**src/rtl/ice_reg_responder.sv**
```systemverilog
// ice_reg_responder: register-file endpoint on the ICE internal bus.
// Receives master frames {event id, reg index, up to 4 write bytes} addressed to MY_ADDR,
// runs one register read or write, and returns an ACK/NAK frame on the slave bus.
// The ICE_RESP_WRITE_ECHO_EN macro adds the new register value to the write ACK payload.
module ice_reg_responder #(
    parameter logic [7:0]  MY_ADDR   = 8'h72,
    parameter int unsigned NUM_REGS  = 4,
    parameter logic [31:0] RESET_VAL = 32'h0000_0000
) (
    input  logic                     clk,
    input  logic                     reset_n,
    input  logic [7:0]               ma_data,
    input  logic [7:0]               ma_addr,
    input  logic                     ma_data_valid,
    input  logic                     ma_frame_valid,
    input  logic                     sl_overflow,
    output logic                     sl_arb_request,
    input  logic                     sl_arb_grant,
    output logic [8:0]               sl_addr,
    output logic [8:0]               sl_data,
    output logic [8:0]               sl_tail,
    output logic                     sl_latch_tail,
    output logic [32*NUM_REGS-1:0]   reg_out,
    output logic [NUM_REGS-1:0]      reg_wr_strobe,
    output logic                     busy,
    output logic [7:0]               drop_count
);

    typedef enum logic [2:0] {StIdle, StRx, StDecode, StArb, StTx, StTail} state_e;

`ifdef ICE_RESP_WRITE_ECHO_EN
    localparam logic [2:0] WrAckLen = 3'd5;
`else
    localparam logic [2:0] WrAckLen = 3'd1;
`endif

    state_e                       state_q, state_d;
    logic                         fv_q;
    logic [5:0][7:0]              buf_q, buf_d;
    logic [2:0]                   cnt_q, cnt_d;
    logic                         ovf_q, ovf_d;
    logic [NUM_REGS-1:0][31:0]    regs_q, regs_d;
    logic [NUM_REGS-1:0]          strobe_q, strobe_d;
    logic [7:0]                   drop_q, drop_d;
    logic                         nak_q, nak_d;
    logic [2:0]                   len_q, len_d;
    logic [2:0]                   idx_q, idx_d;
    logic [31:0]                  word_q, word_d;

    logic                         frame_start;
    logic                         idx_hit;
    logic [31:0]                  rd_word;
    logic [31:0]                  wr_word;
    logic [7:0]                   tx_byte;

    assign frame_start   = ma_frame_valid && !fv_q && (ma_addr == MY_ADDR);
    assign reg_out       = regs_q;
    assign reg_wr_strobe = strobe_q;
    assign drop_count    = drop_q;
    assign busy          = (state_q != StIdle);

    // State and datapath registers, all cleared asynchronously.
    always_ff @(posedge clk or negedge reset_n) begin
        if (!reset_n) begin
            state_q  <= StIdle;
            fv_q     <= 1'b0;
            buf_q    <= '0;
            cnt_q    <= 3'd0;
            ovf_q    <= 1'b0;
            regs_q   <= {NUM_REGS{RESET_VAL}};
            strobe_q <= '0;
            drop_q   <= 8'd0;
            nak_q    <= 1'b0;
            len_q    <= 3'd0;
            idx_q    <= 3'd0;
            word_q   <= 32'd0;
        end else begin
            state_q  <= state_d;
            fv_q     <= ma_frame_valid;
            buf_q    <= buf_d;
            cnt_q    <= cnt_d;
            ovf_q    <= ovf_d;
            regs_q   <= regs_d;
            strobe_q <= strobe_d;
            drop_q   <= drop_d;
            nak_q    <= nak_d;
            len_q    <= len_d;
            idx_q    <= idx_d;
            word_q   <= word_d;
        end
    end

    // Register-index lookup and right-aligned write word from the captured bytes.
    always_comb begin
        idx_hit = 1'b0;
        rd_word = 32'd0;
        for (int i = 0; i < int'(NUM_REGS); i++) begin
            if (buf_q[1] == 8'(i)) begin
                idx_hit = 1'b1;
                rd_word = regs_q[i];
            end
        end
        unique case (cnt_q)
            3'd3:    wr_word = {24'd0, buf_q[2]};
            3'd4:    wr_word = {16'd0, buf_q[2], buf_q[3]};
            3'd5:    wr_word = {8'd0, buf_q[2], buf_q[3], buf_q[4]};
            3'd6:    wr_word = {buf_q[2], buf_q[3], buf_q[4], buf_q[5]};
            default: wr_word = 32'd0;
        endcase
    end

    // Next-state: frame capture, command decode, arbitration and payload sequencing.
    always_comb begin
        state_d  = state_q;
        buf_d    = buf_q;
        cnt_d    = cnt_q;
        ovf_d    = ovf_q;
        regs_d   = regs_q;
        strobe_d = '0;
        drop_d   = drop_q;
        nak_d    = nak_q;
        len_d    = len_q;
        idx_d    = idx_q;
        word_d   = word_q;

        if (frame_start && (state_q != StIdle) && (drop_q != 8'hFF)) begin
            drop_d = drop_q + 8'd1;
        end

        unique case (state_q)
            StIdle: begin
                if (frame_start) begin
                    state_d = StRx;
                    buf_d   = '0;
                    ovf_d   = 1'b0;
                    cnt_d   = 3'd0;
                    if (ma_data_valid) begin
                        buf_d[0] = ma_data;
                        cnt_d    = 3'd1;
                    end
                end
            end
            StRx: begin
                // A byte arriving with the frame_valid fall is still taken.
                if (ma_data_valid) begin
                    if (cnt_q < 3'd6) begin
                        buf_d[cnt_q] = ma_data;
                        cnt_d        = cnt_q + 3'd1;
                    end else begin
                        ovf_d = 1'b1;
                    end
                end
                if (!ma_frame_valid) begin
                    state_d = StDecode;
                end
            end
            StDecode: begin
                idx_d = 3'd0;
                if (cnt_q == 3'd0) begin
                    state_d = StIdle;
                end else if ((cnt_q == 3'd1) || ovf_q || !idx_hit) begin
                    state_d = StArb;
                    nak_d   = 1'b1;
                    len_d   = 3'd1;
                    word_d  = 32'd0;
                end else if (cnt_q == 3'd2) begin
                    state_d = StArb;
                    nak_d   = 1'b0;
                    len_d   = 3'd5;
                    word_d  = rd_word;
                end else begin
                    state_d = StArb;
                    nak_d   = 1'b0;
                    len_d   = WrAckLen;
                    word_d  = wr_word;
                    for (int i = 0; i < int'(NUM_REGS); i++) begin
                        if (buf_q[1] == 8'(i)) begin
                            regs_d[i]   = wr_word;
                            strobe_d[i] = 1'b1;
                        end
                    end
                end
            end
            StArb: begin
                if (sl_arb_grant) begin
                    state_d = StTx;
                end
            end
            StTx: begin
                // Backpressure holds the byte index; nothing is emitted meanwhile.
                if (!sl_overflow) begin
                    if (idx_q == len_q - 3'd1) begin
                        state_d = StTail;
                    end else begin
                        idx_d = idx_q + 3'd1;
                    end
                end
            end
            StTail: begin
                state_d = StIdle;
            end
            default: begin
                state_d = StIdle;
            end
        endcase
    end

    // Slave-bus outputs decoded from state; zero whenever the bus is not owned.
    always_comb begin
        sl_arb_request = 1'b0;
        sl_addr        = 9'd0;
        sl_data        = 9'd0;
        sl_tail        = 9'd0;
        sl_latch_tail  = 1'b0;

        unique case (idx_q)
            3'd0:    tx_byte = buf_q[0];
            3'd1:    tx_byte = word_q[31:24];
            3'd2:    tx_byte = word_q[23:16];
            3'd3:    tx_byte = word_q[15:8];
            3'd4:    tx_byte = word_q[7:0];
            default: tx_byte = 8'd0;
        endcase

        unique case (state_q)
            StArb: begin
                sl_arb_request = 1'b1;
            end
            StTx: begin
                sl_addr = {1'b1, 7'd0, nak_q};
                if (!sl_overflow) begin
                    sl_data = {1'b1, tx_byte};
                end
            end
            StTail: begin
                sl_addr       = {1'b1, 7'd0, nak_q};
                sl_tail       = {1'b1, 5'd0, len_q};
                sl_latch_tail = 1'b1;
            end
            default: begin
            end
        endcase
    end

endmodule

```
**config.mk**
```make
export PLATFORM = sky130hd
export DESIGN_NAME = ice_reg_responder
export DESIGN_NICKNAME = d
export VERILOG_FILES = /design/src/rtl/ice_reg_responder.sv
export SDC_FILE = /design/constraint.sdc
export NUM_CORES = 1
export LEC_CHECK = 0
export CAP_MARGIN = 20
export CELL_PAD_IN_SITES_DETAIL_PLACEMENT = 1
export CELL_PAD_IN_SITES_GLOBAL_PLACEMENT = 1
export CORE_ASPECT_RATIO = 0.7
export CORE_MARGIN = 2
export CORE_UTILIZATION = 40
export DETAILED_ROUTE_END_ITERATION = 10
export DONT_BUFFER_PORTS = 1
export GPL_ROUTABILITY_DRIVEN = 0
export PLACE_DENSITY = 0.67
export SLEW_MARGIN = 20
export SYNTH_ARGS = -nofsm -noshare
export SYNTH_HDL_FRONTEND = slang
export SYNTH_SLANG_ARGS = --single-unit
export TNS_END_PERCENT = 100
```
**constraint.sdc**
```tcl
create_clock -name clk -period 3.1 [get_ports clk]
set_clock_uncertainty 0.2 [all_clocks]
set_input_delay 0.62 -clock clk [delete_from_list [all_inputs] [get_ports clk]]
set_output_delay 0.62 -clock clk [all_outputs]
set_load 0.01 [all_outputs]
```
# Yosys cells after proc, flatten, opt, wreduce, memory -nomap -nowiden
# Cells that the tools add are included.
[op_classes]
n_addsub = 4
n_mul = 0
div_mod_pow = 0
magnitude_cmp = 3
eq_ne = 30
n_shift = 0
n_mux = 55
bitwise = 3
reduce_logical = 26
[op_table]
columns = ["cell", "count"]
rows = [
  ["two-way mux 32 bit", 6],
  ["two-way mux 48 bit", 3],
  ["one-hot mux 32 bit (4 select lines)", 1],
  ["one-hot mux 48 bit (2 select lines)", 1],
  ["bitwise mux 48 bit", 1],
  ["one-hot mux 8 bit (5 select lines)", 1],
  ["two-way mux 3 bit", 12],
  ["two-way mux 9 bit", 4],
  ["AND reduction 5 bit", 5],
  ["demux 8 bit (select 3 bit)", 1],
  ["equality test 3 x 2 -> 1 bit (second input constant)", 6],
  ["equality test 3 bit (second input constant)", 6],
  ["inequality test 2 bit (second input constant)", 9],
  ["equality test 8 x 2 -> 1 bit (second input constant)", 2],
  ["two-way mux 4 bit", 4],
  ["two-way mux 8 bit", 2],
  ["one-hot mux 3 bit (5 select lines)", 1],
  ["two-way mux 1 bit", 14],
  ["one-hot mux 3 bit (2 select lines)", 2],
  ["equality test 3 x 1 -> 1 bit (second input constant)", 3],
  ["logical NOT 3 bit", 3],
  ["adder 8 x 1 -> 8 bit (second input constant)", 1],
  ["equality test 8 x 1 -> 1 bit (second input constant)", 1],
  ["equality test 8 x 7 -> 1 bit (second input constant)", 1],
  ["20 further kinds", 31],
]
[word_totals]
regBits = 235
latchBits = 0
mem_bits_rw = 0
rom_bits = 0
inputBits = 22
output_inout_bits = 170
memories = 0

# Logic depth before layout (Yosys ltp)
[depth]
depth_word = 10
mapped_depth = 11
depth_no_buf = 6

# Worst setup path after synthesis
# No wires, ideal clock.
[synth_timing]
kind = "reg-to-reg"
from = "register cnt_q[0]"
to = "register regs_q (netlist bit reg_out[106])"
t_arrival_ns = 2.518
required_time_ns = 2.773
slack_ns = 0.254
stages_incl_launch_ff = 12
path_buffers = 5
path_cell_list = "dfrtp_1 > clkbuf_1 > inv_1 > ha_1 > buf_6 > nor2b_1 > buf_6 > a211o_4 > or3_1 > buf_2 > buf_6 > mux2_1"
[synth_between]
elab_chain_cells = 5
word_cells_on_any_way = 14
classes_between = "eq/ne: 6; mux: 1; bitwise: 3; reduce/logical: 4"
[synth_rtl]
columns = ["item", "line", "rtl"]
rows = [
  ["start: declaration", "40", "logic [2:0] cnt_q, cnt_d;"],
  ["start signal: assignment", "81", "cnt_q <= cnt_d;"],
  ["equality test 3 x 1 -> 1 bit", "161", "end else if ((cnt_q == 3'd1) || ovf_q || !idx_hit) begin"],
  ["logical OR 1 bit (2 in series)", "161", ""],
  ["inverter 1 bit (no line)", "n/a", ""],
  ["AND reduction 5 bit (no line)", "n/a", ""],
  ["end signal: assignment", "70", "regs_q <= {NUM_REGS{RESET_VAL}};"],
  ["end signal: assignment", "83", "regs_q <= regs_d;"],
  ["end: declaration", "42", "logic [NUM_REGS-1:0][31:0] regs_q, regs_d;"],
]
# Parallel ways exist; a longest one is shown, timed or not.
# A chain may end at the register's enable or synchronous reset.

# Final worst setup path
[layout_timing]
from = "register idx_q[1]"
to = "output sl_data[1]"
[layout_between]
elab_chain_cells = 4
word_cells_on_any_way = 8
classes_between = "eq/ne: 4; mux: 3; reduce/logical: 1"
[layout_rtl]
columns = ["item", "line", "rtl"]
rows = [
  ["start: declaration", "47", "logic [2:0] idx_q, idx_d;"],
  ["start signal: assignment", "88", "idx_q <= idx_d;"],
  ["equality test 3 bit (tied with other cells)", "216", "unique case (idx_q)"],
  ["one-hot mux 8 bit (5 select lines) (*)", "216", ""],
  ["two-way mux 9 bit (*)", "231", "if (!sl_overflow) begin"],
  ["two-way mux 9 bit (*)", "225", "unique case (state_q)"],
  ["end: declaration", "20", "output logic [8:0] sl_data,"],
]
# Every way passes the cells marked *; elsewhere a longest branch is shown, timed or not.

==> metrics.csv <==
stage;metric;value;unit
setup_path;Crit path top cell by count;buf_4;
place;dpl cells;1321;
clock_network;CTS tree;built;
timing;Hold WS;-0.401;ns
clock_network;H-tree depth;1;
synth;Cell variety after synth;58;
layout;area grow syn2layout;11.7;%
grt;largest net degree at the start of global routing;235;
layout;Layout Nets;1015;
floorplanning;# IOs;192;
floorplanning;die area;30100;µm²
timing;Final WS setup;-0.0152;ns
timing;FMAX;321;MHz
layout;multi-input logic area;5210;µm²
synth;cell count after synthesis;984;
setup_path;Crit path max-delay family;compound AO/OA/AOI/OAI gates;
layout;Non-Filler Instances;1371;
route;Post-DRT Antenna Nets;0;
grt;Remaining Overflow, GRT;0;
timing;final number of setup-violating endpoints;1;
timing;fin crit share;1.00;
clock_network;CTS Buf Count;25;
clock_network;# clock sinks;234;
timing;final hold viol count;234;
route;wire per inst;26.9;µm
floorplanning;row count;51;
place;Area after DPL;11900;µm²
clock_network;Clock Tree Root;clkbuf_16;
pwr;Max rail drop VDD;380;µV
floorplanning;Die X-Extent;206;µm
synth;top_reg_cell synth;dfrtp_1;
place;hpwl dp;25.0;mm
floorplanning;Die H;146;µm
pwr;leak pwr;5.76;nW
synth;Mapped Avg Cell Area;11.7;µm²
clock_network;Worst-path clk slew;0.06;ns
status;status;complete, but fails checks;
grt;gr usage total;0.245;
route;total number of vias;8353;
grt;first-pass GRT wire length;55.9;mm
clock_network;worst skew pair latency;0.53;ns
pwr;Pwr Density;692;nW/µm²
setup_path;worst path cell trace;buf_4 > ha_2 > ha_4 > a222oi_1 > a21oi_2 > buf_4;
floorplanning;Starting Density;0.410;
synth;synth warn;0;
route;drt first-iter violations;804;
floorplanning;Core Area;28000;µm²
setup_path;Critical Path RT;2.28;ns
setup_path;crit path launch type;flop;
setup_path;Crit Path Max Fanout;6;
layout;Fillers;2950;
synth;EDFF count, synth;0;
timing;Max transition margin;0.457;
route;Via-to-Cell Ratio;6.09;
setup_path;WP data arrival;2.30;ns
layout;layout cells sized above 1;0.248;
synth;post-synthesis register bit count;234;
hold_path;Hold Crit Class;in2async;
setup_path;Crit path largest cell delay;0.49;ns
timing;fin. max-slew vios;0;
synth;ys async rst share;1.00;
status;failing checks;hold timing, setup timing;
grt;initial antenna violation count;0;
timing;crit path time final;3.12;ns
setup_path;WS Path Type;reg2out;
setup_path;sum of buffers and inverters on the critical path;2;
synth;sequential-to-total area share from yosys stat;0.510;
route;Detailed Route WL;36.9;mm
timing;setup_tns;-0.0152;ns
route;First-pass DRT Iterations;5;
synth;Post-Syn Area;11500;µm²
place;dpl ws;0.360;ns
place;PortBufs;0;
setup_path;crit end category;output pin;
clock_network;Hold Buf Count CTS;1;
setup_path;CP max stage cell;a222oi_1;
layout;cell area after layout;12800;µm²
route;DR DRC count;0;
layout;Inserted Diodes;0;
grt;vias in the first global route;8613;
timing;worst slew pin tran;0.807;ns
job;Max Cap Viol;0;
clock_network;clk buf depth;3;
layout;FF+latch area;5860;µm²
==> cell usage after synthesis (5+ instances only) <==
| cell type | number | area (µm²) |
|---|---|---|
| mux2_2 | 120 | 1350 |
| o21ai_0 | 54 | 270 |
| nand2_1 | 82 | 308 |
| buf_2 | 7 | 35.0 |
| a32o_1 | 9 | 90.1 |
| o2bb2ai_1 | 16 | 140 |
| mux2_1 | 9 | 101 |
| o21a_1 | 5 | 37.5 |
| a22o_1 | 26 | 228 |
| clkbuf_1 | 37 | 139 |
| a31oi_1 | 8 | 50.1 |
| a222oi_1 | 10 | 100 |
| xor2_1 | 6 | 52.6 |
| and3_1 | 13 | 81.3 |
| buf_6 | 12 | 135 |
| inv_1 | 15 | 56.3 |
| a21oi_1 | 24 | 120 |
| nand2b_1 | 8 | 50.1 |
| nor2b_1 | 5 | 31.3 |
| a211oi_1 | 7 | 52.6 |
| nand4b_1 | 11 | 96.3 |
| mux4_2 | 17 | 383 |
| a22oi_1 | 28 | 210 |
| nand3_1 | 40 | 200 |
| nor2_1 | 50 | 188 |
| a41oi_1 | 5 | 43.8 |
| buf_1 | 10 | 37.5 |
| dfrtp_1 | 234 | 5860 |
| o21ai_1 | 6 | 30.0 |
| buf_4 | 18 | 135 |
| nor3_1 | 8 | 40.0 |
| ha_1 | 11 | 138 |
| o31ai_1 | 8 | 60.1 |
| mux2i_1 | 21 | 210 |
==> timing repair <==
item,in CTS,in global routing
pin swaps,1,3
setup endpoints to repair,8,8
buffers inserted,2,3
hold endpoints to repair,235,234
resized for setup,4,15
==> worst paths after layout <==
path | startpoint | slack, ns | cells past startpoint | endpoint
setup / recovery | idx_q[1]$_DFFE_PN0P_ | -0.02 | 6 | sl_data[1]
min in group clk | ma_data[1] | 0.03 | 1 | buf_q[41]$_DFFE_PN0P_
hold reg to reg | word_q[6]$_DFFE_PN0P_ | 0.29 | 2 | word_q[6]$_DFFE_PN0P_
setup reg to reg | state_q[1]$_DFFE_PN0P_ | 0.43 | 5 | reg_out[106]$_DFFE_PN0P_
hold / removal | reset_n | -0.40 | 0 | drop_count[6]$_DFFE_PN0P_
max in group asynchronous | reset_n | 2.38 | 0 | buf_q[8]$_DFFE_PN0P_
==> layout by cell type (no fill, tap or decap), types with 5 or more instances in the layout <==
cell,Yosys,final
dfrtp_1,234,231
mux2_2,120,120
nand2_1,82,82
o21ai_0,54,54
nor2_1,50,50
nand3_1,40,40
buf_4,18,36
a22o_1,26,26
a22oi_1,28,25
clkbuf_16,0,25
a21oi_1,24,22
mux2i_1,21,21
mux4_2,17,17
o2bb2ai_1,16,16
inv_1,15,14
and3_1,13,13
conb_1,1,13
nand4b_1,11,11
a222oi_1,10,10
mux2_1,9,9
a32o_1,9,9
ha_1,11,9
nor3_1,8,8
nand2b_1,8,8
a31oi_1,8,8
o31ai_1,8,8
a211oi_1,7,7
clkbuf_1,37,7
clkbuf_8,0,7
o21ai_1,6,6
xor2_1,6,6
o21a_1,5,5
a41oi_1,5,5
==> per-stage QoR <==
stage	total power [mW]	utilization
after CTS	8.89	0.455
after detailed placement	5.70	0.423
after floorplan	5.03	-
final	8.87	0.458
after global placement	5.65	0.423
after global routing	9.26	0.458
==> state kept, by name, indices dropped and copies added, names as in the netlist <==
signal,count
reg_out,128
buf_q,48
word_q,32
drop_count,8
reg_wr_strobe,4
cnt_q,3
idx_q,3
state_q,3
len_q,2
fv_q,1
nak_q,1
ovf_q,1
==> kinds of logic after synthesis <==
family          count (synthesis)  synth area share
simple gates                  251             0.115
fa+ha+maj                      11            0.0120
flops                         234             0.510
mux                           168             0.180
compound gates                213             0.131
other cells                     1          0.000327
xor+xnor                        7           0.00534
buf+inv                        99            0.0469
==> cell type report <==
cell class,instances,area share
Clock buffer,39,0.0584
Multi-Input combinational cell,663,0.406
Tap cell,371,0.0362
Timing Repair Buffer,43,0.0294
Sequential cell,234,0.457
Clock inverter,6,0.00820
Inverter,15,0.00439
==> layer usage <==
metal	vias up	track usage	wire length, µm
met1	4407	0.362	16900
li1	3614	-	-
met3	43	0.0719	3110
met5	-	0	0
met2	289	0.357	16300
met4	0	0.0479	617
==> power by group <==
group / internal [mW] / switching (mW)
clock network: 1.90 / 1.25
registers: 3.27 / 0.304
logic: 0.712 / 1.42
Power figures use the tool's default switching activity.
